===== src/rtl/stopwatch_pkg.sv =====
// Shared types and helpers for the BCD stopwatch.
//   state_t    : control FSM states (IDLE, RUN, PAUSE, LAP)
//   bcd_time_t : MM:SS.hh as six packed BCD digits, minutes-tens in the MSBs
//   bcd_inc    : ripple-carry increment of a bcd_time_t, wrapping 59:59.99 -> 00:00.00
//   bcd_is_max : true when a bcd_time_t holds 59:59.99
package stopwatch_pkg;

    typedef enum logic [1:0] {
        IDLE  = 2'd0,
        RUN   = 2'd1,
        PAUSE = 2'd2,
        LAP   = 2'd3
    } state_t;

    typedef struct packed {
        logic [3:0] min_t;
        logic [3:0] min_o;
        logic [3:0] sec_t;
        logic [3:0] sec_o;
        logic [3:0] hun_t;
        logic [3:0] hun_o;
    } bcd_time_t;

    localparam logic [3:0] DIGIT_MAX = 4'd9;
    localparam logic [3:0] SEC_T_MAX = 4'd5;
    localparam logic [3:0] MIN_T_MAX = 4'd5;

    function automatic bcd_time_t bcd_inc(input bcd_time_t t);
        bcd_time_t r;
        r       = t;
        r.hun_o = t.hun_o + 4'd1;
        if (t.hun_o == DIGIT_MAX) begin
            r.hun_o = 4'd0;
            r.hun_t = t.hun_t + 4'd1;
            if (t.hun_t == DIGIT_MAX) begin
                r.hun_t = 4'd0;
                r.sec_o = t.sec_o + 4'd1;
                if (t.sec_o == DIGIT_MAX) begin
                    r.sec_o = 4'd0;
                    r.sec_t = t.sec_t + 4'd1;
                    if (t.sec_t == SEC_T_MAX) begin
                        r.sec_t = 4'd0;
                        r.min_o = t.min_o + 4'd1;
                        if (t.min_o == DIGIT_MAX) begin
                            r.min_o = 4'd0;
                            r.min_t = t.min_t + 4'd1;
                            if (t.min_t == MIN_T_MAX) begin
                                r.min_t = 4'd0;
                            end
                        end
                    end
                end
            end
        end
        return r;
    endfunction

    function automatic logic bcd_is_max(input bcd_time_t t);
        return (t.min_t == MIN_T_MAX) && (t.min_o == DIGIT_MAX) &&
               (t.sec_t == SEC_T_MAX) && (t.sec_o == DIGIT_MAX) &&
               (t.hun_t == DIGIT_MAX) && (t.hun_o == DIGIT_MAX);
    endfunction

endpackage


===== src/rtl/button_debounce.sv =====
// Synchronizes and debounces one active-low push button.
// A single-cycle press pulse is produced once the synchronized button has
// been low for DEBOUNCE_CYCLES consecutive clk cycles; no further pulse is
// produced until the button has been seen released.
// Ports:
//   clk   : system clock
//   reset : asynchronous, active-low
//   btn_n : raw button, active-low (asynchronous to clk)
//   press : one-cycle press event
module button_debounce
    import stopwatch_pkg::*;
#(
    parameter int DEBOUNCE_CYCLES = 500000,
    parameter int SYNC_STAGES     = 2     // must be >= 2
) (
    input  logic clk,
    input  logic reset,
    input  logic btn_n,
    output logic press
);

    localparam int             CW      = $clog2(DEBOUNCE_CYCLES + 1);
    localparam logic [CW-1:0]  CNT_MAX = CW'(DEBOUNCE_CYCLES - 1);

    logic [SYNC_STAGES-1:0] sync;
    logic [CW-1:0]          cnt;
    logic                   armed;

    // Synchronizer idles high (released) so reset never looks like a press.
    always_ff @(posedge clk or negedge reset) begin
        if (!reset) begin
            sync  <= '1;
            cnt   <= '0;
            armed <= 1'b1;
            press <= 1'b0;
        end else begin
            sync  <= {sync[SYNC_STAGES-2:0], btn_n};
            press <= 1'b0;
            if (sync[SYNC_STAGES-1]) begin
                cnt   <= '0;
                armed <= 1'b1;
            end else if (cnt == CNT_MAX) begin
                // Counter parks here while held; armed limits it to one pulse.
                if (armed) begin
                    press <= 1'b1;
                    armed <= 1'b0;
                end
            end else begin
                cnt <= cnt + 1'b1;
            end
        end
    end

endmodule


===== src/rtl/stopwatch_bcd.sv =====
// MM:SS.hh BCD stopwatch counting rising edges of the 100 Hz divider clock.
// Ports:
//   clk         : system clock (50 MHz)
//   reset       : asynchronous, active-low; clears all state
//   tick_clk    : divided 100 Hz clock, any duty cycle, asynchronous to clk
//   btn_start_n : raw active-low start/stop key
//   btn_lap_n   : raw active-low lap/clear key
//   display_bcd : {min_t,min_o,sec_t,sec_o,hun_t,hun_o}, registered
//   running     : high in RUN and LAP
//   lap_active  : high in LAP (display frozen on the lap snapshot)
//   overflow    : one-cycle pulse when the count wraps to 00:00.00
module stopwatch_bcd
    import stopwatch_pkg::*;
#(
    parameter int DEBOUNCE_CYCLES = 500000,
    parameter int SYNC_STAGES     = 2     // must be >= 2
) (
    input  logic        clk,
    input  logic        reset,
    input  logic        tick_clk,
    input  logic        btn_start_n,
    input  logic        btn_lap_n,
    output logic [23:0] display_bcd,
    output logic        running,
    output logic        lap_active,
    output logic        overflow
);

    logic [SYNC_STAGES-1:0] tick_sync;
    logic                   tick_hist;
    logic                   tick_pulse;
    logic                   start_press;
    logic                   lap_press;
    logic                   counting;
    state_t                 state;
    bcd_time_t              count;
    bcd_time_t              lap_reg;
    bcd_time_t              display;

    // Tick edge detect: synchronizer followed by one history flop.
    always_ff @(posedge clk or negedge reset) begin
        if (!reset) begin
            tick_sync <= '0;
            tick_hist <= 1'b0;
        end else begin
            tick_sync <= {tick_sync[SYNC_STAGES-2:0], tick_clk};
            tick_hist <= tick_sync[SYNC_STAGES-1];
        end
    end

    assign tick_pulse = tick_sync[SYNC_STAGES-1] & ~tick_hist;

    button_debounce #(
        .DEBOUNCE_CYCLES (DEBOUNCE_CYCLES),
        .SYNC_STAGES     (SYNC_STAGES)
    ) u_start (
        .clk   (clk),
        .reset (reset),
        .btn_n (btn_start_n),
        .press (start_press)
    );

    button_debounce #(
        .DEBOUNCE_CYCLES (DEBOUNCE_CYCLES),
        .SYNC_STAGES     (SYNC_STAGES)
    ) u_lap (
        .clk   (clk),
        .reset (reset),
        .btn_n (btn_lap_n),
        .press (lap_press)
    );

    // Counting is decided on the current state, so a tick coinciding with
    // a transition out of RUN/LAP is still counted.
    assign counting = tick_pulse && ((state == RUN) || (state == LAP));

    always_ff @(posedge clk or negedge reset) begin
        if (!reset) begin
            state    <= IDLE;
            count    <= '0;
            lap_reg  <= '0;
            display  <= '0;
            overflow <= 1'b0;
        end else begin
            overflow <= counting && bcd_is_max(count);
            if (counting) begin
                count <= bcd_inc(count);
            end
            display <= (state == LAP) ? lap_reg : count;

            // Start has priority; a lap press in the same cycle is dropped.
            if (start_press) begin
                case (state)
                    IDLE:     state <= RUN;
                    RUN, LAP: state <= PAUSE;
                    PAUSE:    state <= RUN;
                    default:  state <= IDLE;
                endcase
            end else if (lap_press) begin
                case (state)
                    RUN: begin
                        state   <= LAP;
                        lap_reg <= count;
                    end
                    LAP:   state <= RUN;
                    PAUSE: begin
                        // No tick is counted in PAUSE, so the clear cannot race it.
                        state <= IDLE;
                        count <= '0;
                    end
                    default: ;
                endcase
            end
        end
    end

    assign display_bcd = display;
    assign running     = (state == RUN) || (state == LAP);
    assign lap_active  = (state == LAP);

endmodule


===== config.mk =====
export PLATFORM = sky130hd
export DESIGN_NAME = stopwatch_bcd
export DESIGN_NICKNAME = d
export VERILOG_FILES = /design/src/rtl/stopwatch_pkg.sv /design/src/rtl/button_debounce.sv /design/src/rtl/stopwatch_bcd.sv
export SDC_FILE = /design/constraint.sdc
export NUM_CORES = 1
export LEC_CHECK = 0
export CORE_ASPECT_RATIO = 0.5
export CORE_MARGIN = 1.5
export CORE_UTILIZATION = 59
export CTS_CLUSTER_DIAMETER = 50
export CTS_CLUSTER_SIZE = 40
export DETAILED_ROUTE_END_ITERATION = 16
export HOLD_SLACK_MARGIN = 0.08
export PLACE_DENSITY = 0.89
export SLEW_MARGIN = 20
export SYNTH_ARGS = -nofsm -noshare
export SYNTH_HDL_FRONTEND = slang
export SYNTH_SLANG_ARGS = --single-unit

===== constraint.sdc =====
create_clock -name clk -period 2.1 [get_ports clk]
set_input_delay 0.42 -clock clk [delete_from_list [all_inputs] [get_ports clk]]
set_output_delay 0.42 -clock clk [all_outputs]
set_load 0.01 [all_outputs]

==> run_results.csv, run 1 <==
group,metric,value,unit
run_status,outcome,"finished clean",
setup_path,r2r_slack,0.1,ns
yosys,avgSynthCellArea,11.7,sq um
floorplan,die_y,70.7,um
cells_and_area,final_common_cell,"dfrtp_1",
detailed_routing,ant_nets,0,
grt,grt_first_pass_wirelength,18800,um
sta,fin_skew,0.00466,ns
setup_path,worstSetupPathType,"reg2reg",
yosys,synth_area,0.00541,sq mm
yosys,synth_cells,464,
yosys,synth_top_area_share,54.6,%
cts,clkSinkCount,124,
floorplan,fp-row-count,24,
floorplan,start_util,61.5,%
pwr,power_leakage,0.00304,uW
pwr,powerDensity,825,mW/mm^2
yosys,synth_edf_count,0,
yosys,ys_top_cells_by_area,"dfrtp_1 55%, mux2_2 9.0%, xor2_1 4.2%, nor2_1 3.7%, dfstp_2 2.9%",
setup_path,crit_buf_inv,0,
sta,period_needed,2.00,ns
cells_and_area,layout.area.seq,0.00311,sq mm
setup_path,endpoint_kind,"register",
floorplan,die_w,138,um
detailed_routing,vias,3694,
floorplan,core-area,0.00880,sq mm
yosys,synth_top_area_cell,"dfrtp_1",
detailed_routing,drc_errors,0,
setup_path,crit_cells,5,
setup_path,critPathRequiredTime,2.44,ns
cts,clkSlewWorstSetupHoldPaths,0.06,ns
cells_and_area,final_area,0.00655,sq mm
floorplan,dieArea,0.00979,sq mm
grt,grt_max_degree,59,
cts,clk_latency,0.41,ns
yosys,ys_ff_latch,124,
grt,antenna_found_initial,0,
cells_and_area,syn_to_final_growth,21.2,%
grt,track_usage,25.0,%
setup_path,rr_startpoint,"count[6]",
cts,cts_max_level,4,
cells_and_area,final_nets,521,
setup_path,cp-startpoint,"count[6]",
cells_and_area,multi_input_area,0.00223,sq mm
setup_path,rr_worst_depth,5,
cts,cts-root-buf,"clkbuf_16",
yosys,yosys_warnings,0,
cells_and_area,fillers,512,
setup_path,start_kind,"register",
cts,clockBufferDepth,2,
setup_path,cp_slowest_cell,"dfrtp_1",
setup_path,cpLargestDelayFamily,"simple AND/OR/NAND/NOR gates",
cells_and_area,final_cell_mix,"118 x dfrtp_1, 54 x nor2_1, 43 x mux2_2, 29 x nand2_1, 29 x clkdlybuf4s50_1",
yosys,synth_nets,471,
setup_path,crit_path_cell_trace,"nand4bb_2 > nor4_4 > nand3_4 > or3_1 > a21oi_1",
sta,worstMarginPinSlew,0.428,ns
sta,setup_viol,0,
yosys,async_reset_ff_share,100,%
placement,place_hpwl,6480,um
detailed_routing,post_drt_via_cell_ratio,5.74,
min_path,whs_path_depth,0,
setup_path,slowest_delay,0.45,ns
run,maxCapViolations,0,
placement,portBuffers,31,
detailed_routing,drtIter0Drc,294,
grt,grt_pass1_vias,3730,
setup_path,critical_path_arrival,2.34,ns
sta,finalSetupTns,0,ns
yosys,synth-seq-area-share,57.5,%
sta,maxSlewViolCount,0,
detailed_routing,dr.pass1.iters,4,
setup_path,cp-endpoint,"count[23]",
sta,fin_crit_sh,95.4,%
min_path,worstHoldPathType,"reg2reg",
cts,cts_tree,"yes",
setup_path,r2r_end,"count[23]",
setup_path,path_max_fanout,7,
yosys,synth_cell_types,51,
yosys,synth_flop_cell,"dfrtp_1",
sta,max_freq,499,MHz
cells_and_area,layout-drive-gt1-share,20.5,%
sta,hold_viol_final,0,
cells_and_area,antenna_cells,0,
cts,cts_buffers,17,
sta,rsz0062_at_grt,"no",
grt,grt_remaining_overflow,0,
placement,post_dp_cell_area,0.00593,sq mm
pwr,peakVddDrop,667,uV
sta,max_slew_margin,71.2,%
detailed_routing,routedWlPerCell,17.5,um
floorplan,ios,32,
detailed_routing,wirelength,11300,um
placement,gp_congestion,0.880,
[Yosys cell counts, drive strengths merged, types with 3 or more instances]
| cell | count |
|---|---|
| dfrtp | 118 |
| nor2 | 54 |
| mux2 | 43 |
| nand2 | 30 |
| xor2 | 26 |
| nand3 | 21 |
| o21ai | 21 |
| a21oi | 17 |
| clkbuf | 14 |
| xnor2 | 10 |
| nor3 | 8 |
| inv | 7 |
| nor2b | 7 |
| nor3b | 7 |
| nor4 | 7 |
| and3 | 6 |
| dfstp | 6 |
| mux2i | 6 |
| nand3b | 6 |
| nand4 | 6 |
| or3 | 6 |
| a31oi | 5 |
| a21o | 3 |
| and2b | 3 |
| nand4bb | 3 |
| nor4b | 3 |
[per-layer routing]
| metal | wire length (um) | track usage (%) | part of all wire (%) | vias up |
|---|---|---|---|---|
| li1 | - | - | - | 1723 |
| met5 | 0 | 0 | 0 | - |
| met4 | 233 | 11.9 | 2.1 | 0 |
| met2 | 5620 | 41.0 | 50 | 111 |
| met3 | 543 | 6.77 | 4.8 | 22 |
| met1 | 4890 | 31.6 | 43 | 1838 |
[report_power, final]
part | internal, uW | total [uW] | switching (uW)
registers | 2410 | 2440 | 26.3
logic | 28.0 | 84.8 | 56.9
clock network | 1840 | 2880 | 1040
total | 4280 | 5400 | 1120
[kinds of logic after synthesis]
group,count (synthesis),synth area share (%)
compound gates,53,5.57
xor+xnor,36,5.83
fa+ha+maj,2,0.463
buf+inv,22,1.60
flops,124,57.5
mux,49,10.1
simple gates,178,19.0
[metrics by stage]
step / total power, uW / worst slack [ns] / hold WS, ns / util (%) / std cells
finish: 5400 / 0.0959 / 0.355 / 74.5 / 644
detailed placement: 2560 / 0.121 / 0.349 / 67.4 / 610
global route: 5550 / 0.0131 / 0.362 / 74.5 / 644
CTS: 5440 / 0.0543 / 0.357 / 74.3 / 644
global placement: 2560 / 0.177 / 0.346 / 67.4 / 610
floorplan: 2490 / 0.226 / 0.124 / - / 464
[how the worst min path moves through the flow]
stage | startpoint | slack (ns) | endpoint
final | u_lap.sync[0] | 0.35 | u_lap.sync[1]
after global routing | u_lap.sync[0] | 0.36 | u_lap.sync[1]
after CTS | u_lap.sync[0] | 0.36 | u_lap.sync[1]
after detailed placement | u_lap.sync[0] | 0.35 | u_lap.sync[1]
after global placement | u_lap.sync[0] | 0.35 | u_lap.sync[1]
after floorplan | reset | 0.12 | count[0]
[final cells by class]
class / instances / share of cell area (%)
inverters: 7 / 0.401
clock inverters: 9 / 1.72
flip-flops and latches: 124 / 47.5
repair buffers: 46 / 6.82
well taps: 117 / 2.23
clock buffers: 23 / 7.29
multi-input cells: 318 / 34.1
[repair_timing]
| action | in CTS | in global routing |
|---|---|---|
| hold endpoints to repair | 27 | 0 |
| hold buffers | 1 | 0 |
| pin swaps | 0 | 2 |
| buffers inserted | 1 | 0 |
| setup endpoints to repair | 1 | 6 |
| gates resized for setup | 1 | 2 |
Note: power is estimated with default switching activity, not from simulation.
==> inputs of run 2 (changes only) <==
- SLEW_MARGIN: 20 -> 30
==> results of run 2 <==
Final layout, timing and power as in run 1 (identical DEF).
==> inputs of run 3 (changes only) <==
- CORE_UTILIZATION: 59 -> 40
- CTS_BUF_LIST: unset -> sky130_fd_sc_hd__clkbuf_16
- PLACE_DENSITY: 0.89 -> 0.67
==> run_results.csv, run 3 (same netlist as run 1, synthesis figures left out) <==
group,metric,value,unit
run_status,outcome,"finished clean",
sta,finalSetupTns,0,ns
cts,cts_max_level,4,
floorplan,start_util,41.9,%
detailed_routing,vias,3540,
detailed_routing,post_drt_via_cell_ratio,5.07,
detailed_routing,drtIter0Drc,262,
sta,rsz0062_at_grt,"no",
sta,hold_viol_final,0,
sta,hold_ws,0.355,ns
setup_path,critPathRequiredTime,1.68,ns
detailed_routing,m1WireLength,4830,um
grt,grt_pass1_vias,3510,
cells_and_area,layout-drive-gt1-share,21.6,%
setup_path,endpoint_kind,"output port",
cells_and_area,final_area,0.00670,sq mm
floorplan,fp-row-count,29,
cts,cts-root-buf,"clkbuf_16",
grt,grt_remaining_overflow,0,
grt,grt_first_pass_wirelength,17000,um
cells_and_area,final_common_cell,"dfrtp_1",
cts,cts_tree,"yes",
cts,cts_buffers,17,
grt,grt_max_degree,44,
pwr,p_total,5670,uW
sta,period_needed,2.02,ns
setup_path,worstSetupPathType,"reg2out",
cells_and_area,antenna_cells,0,
placement,place_hpwl,6110,um
sta,max_freq,494,MHz
detailed_routing,dr.pass1.iters,4,
placement,post_dp_cell_area,0.00602,sq mm
cts,postCtsSetupBuffers,0,
detailed_routing,maxUsedRoutingLayer,"met4",
detailed_routing,wirelength,9790,um
grt,track_usage,15.4,%
cells_and_area,syn_to_final_growth,23.8,%
detailed_routing,met2_length,4450,um
floorplan,die_w,167,um
floorplan,core-area,0.0129,sq mm
setup_path,critical_path_arrival,1.60,ns
sta,setup_viol,0,
detailed_routing,routedWlPerCell,14.0,um
run,maxCapViolations,0,
cts,clk_latency,0.42,ns
pwr,peakVddDrop,555,uV
sta,maxSlewViolCount,0,
detailed_routing,drc_errors,0,
grt,antenna_found_initial,0,
setup_path,path_max_fanout,5,
placement,gp_congestion,0.765,
sta,fin_skew,0.00580,ns
detailed_routing,ant_nets,0,
floorplan,dieArea,0.0143,sq mm
setup_path,start_kind,"register",
floorplan,die_y,85.2,um
floorplan,ios,32,
cells_and_area,final_nets,522,
cells_and_area,final_cell_mix,"117 x dfrtp_1, 54 x nor2_1, 43 x mux2_2, 30 x clkdlybuf4s50_1, 29 x nand2_1",
sta,worstMarginPinSlew,0.495,ns
placement,portBuffers,31,
pwr,power_leakage,0.00307,uW
cts,clkSlewWorstSetupHoldPaths,0.06,ns
min_path,worstHoldPathType,"reg2reg",
cts,clkSinkCount,124,
cts,clockBufferDepth,2,
pwr,powerDensity,846,mW/mm^2
sta,fin_crit_sh,96.4,%
sta,max_slew_margin,67.0,%
detailed_routing,route.met3.wl,353,um
-- run 3: path summary, 6_finish.rpt --
check | slack, ns | cells after the start | from | end
hold reg to reg | 0.36 | 0 | u_start.sync[0] | u_start.sync[1]
max in group asynchronous | 0.98 | 3 | reset | lap_reg[21]
setup reg to reg | 0.13 | 5 | u_start.cnt[7] | u_start.cnt[5]
setup / recovery | 0.08 | 3 | state[0] | lap_active
hold / removal | 0.36 | 0 | u_start.sync[0] | u_start.sync[1]
min in group asynchronous | 0.51 | 2 | reset | u_start.cnt[9]
-- run 3: layout make-up --
cell class	instances	area, sq um
clock buffers	17	425
fillers	1082	6220
well taps	170	213
inverters	7	26.3
multi-input cells	318	2240
clock inverters	15	214
flip-flops and latches	124	3110
repair buffers	47	468
-- run 3: worst max-delay path, stage by stage (launching register included) --
cell,delay [ns]
dfrtp_2,0.41
nand2_1,0.13
inv_1,0.11
clkdlybuf4s50_1,0.54
-- run 3: timing repair --
action / 4_1_cts / 5_1_grt
gates resized for setup: 1 / 3
endpoints found under the hold margin: 33 / 0
hold buffers: 1 / 0
setup endpoints to repair: 1 / 7
-- run 3: metal layers --
layer	vias to the layer above	global-route usage (%)
li1	1728	-
met1	1736	20.2
met2	63	23.7
met3	13	4.38
met4	0	7.45
met5	-	0
-- run 3: where the power goes --
group          switching, uW  internal [uW]
clock network           1140           2010
logic                   57.1           29.3
registers               25.5           2410
total                   1220           4450
-- run 3: through the flow --
step	std cells	setup slack, ns	util, %
floorplan	464	0.226	-
global placement	665	0.166	46.6
detailed placement	665	0.110	46.6
CTS	698	0.0558	51.7
global route	698	0.00738	51.9
finish	698	0.0763	51.9
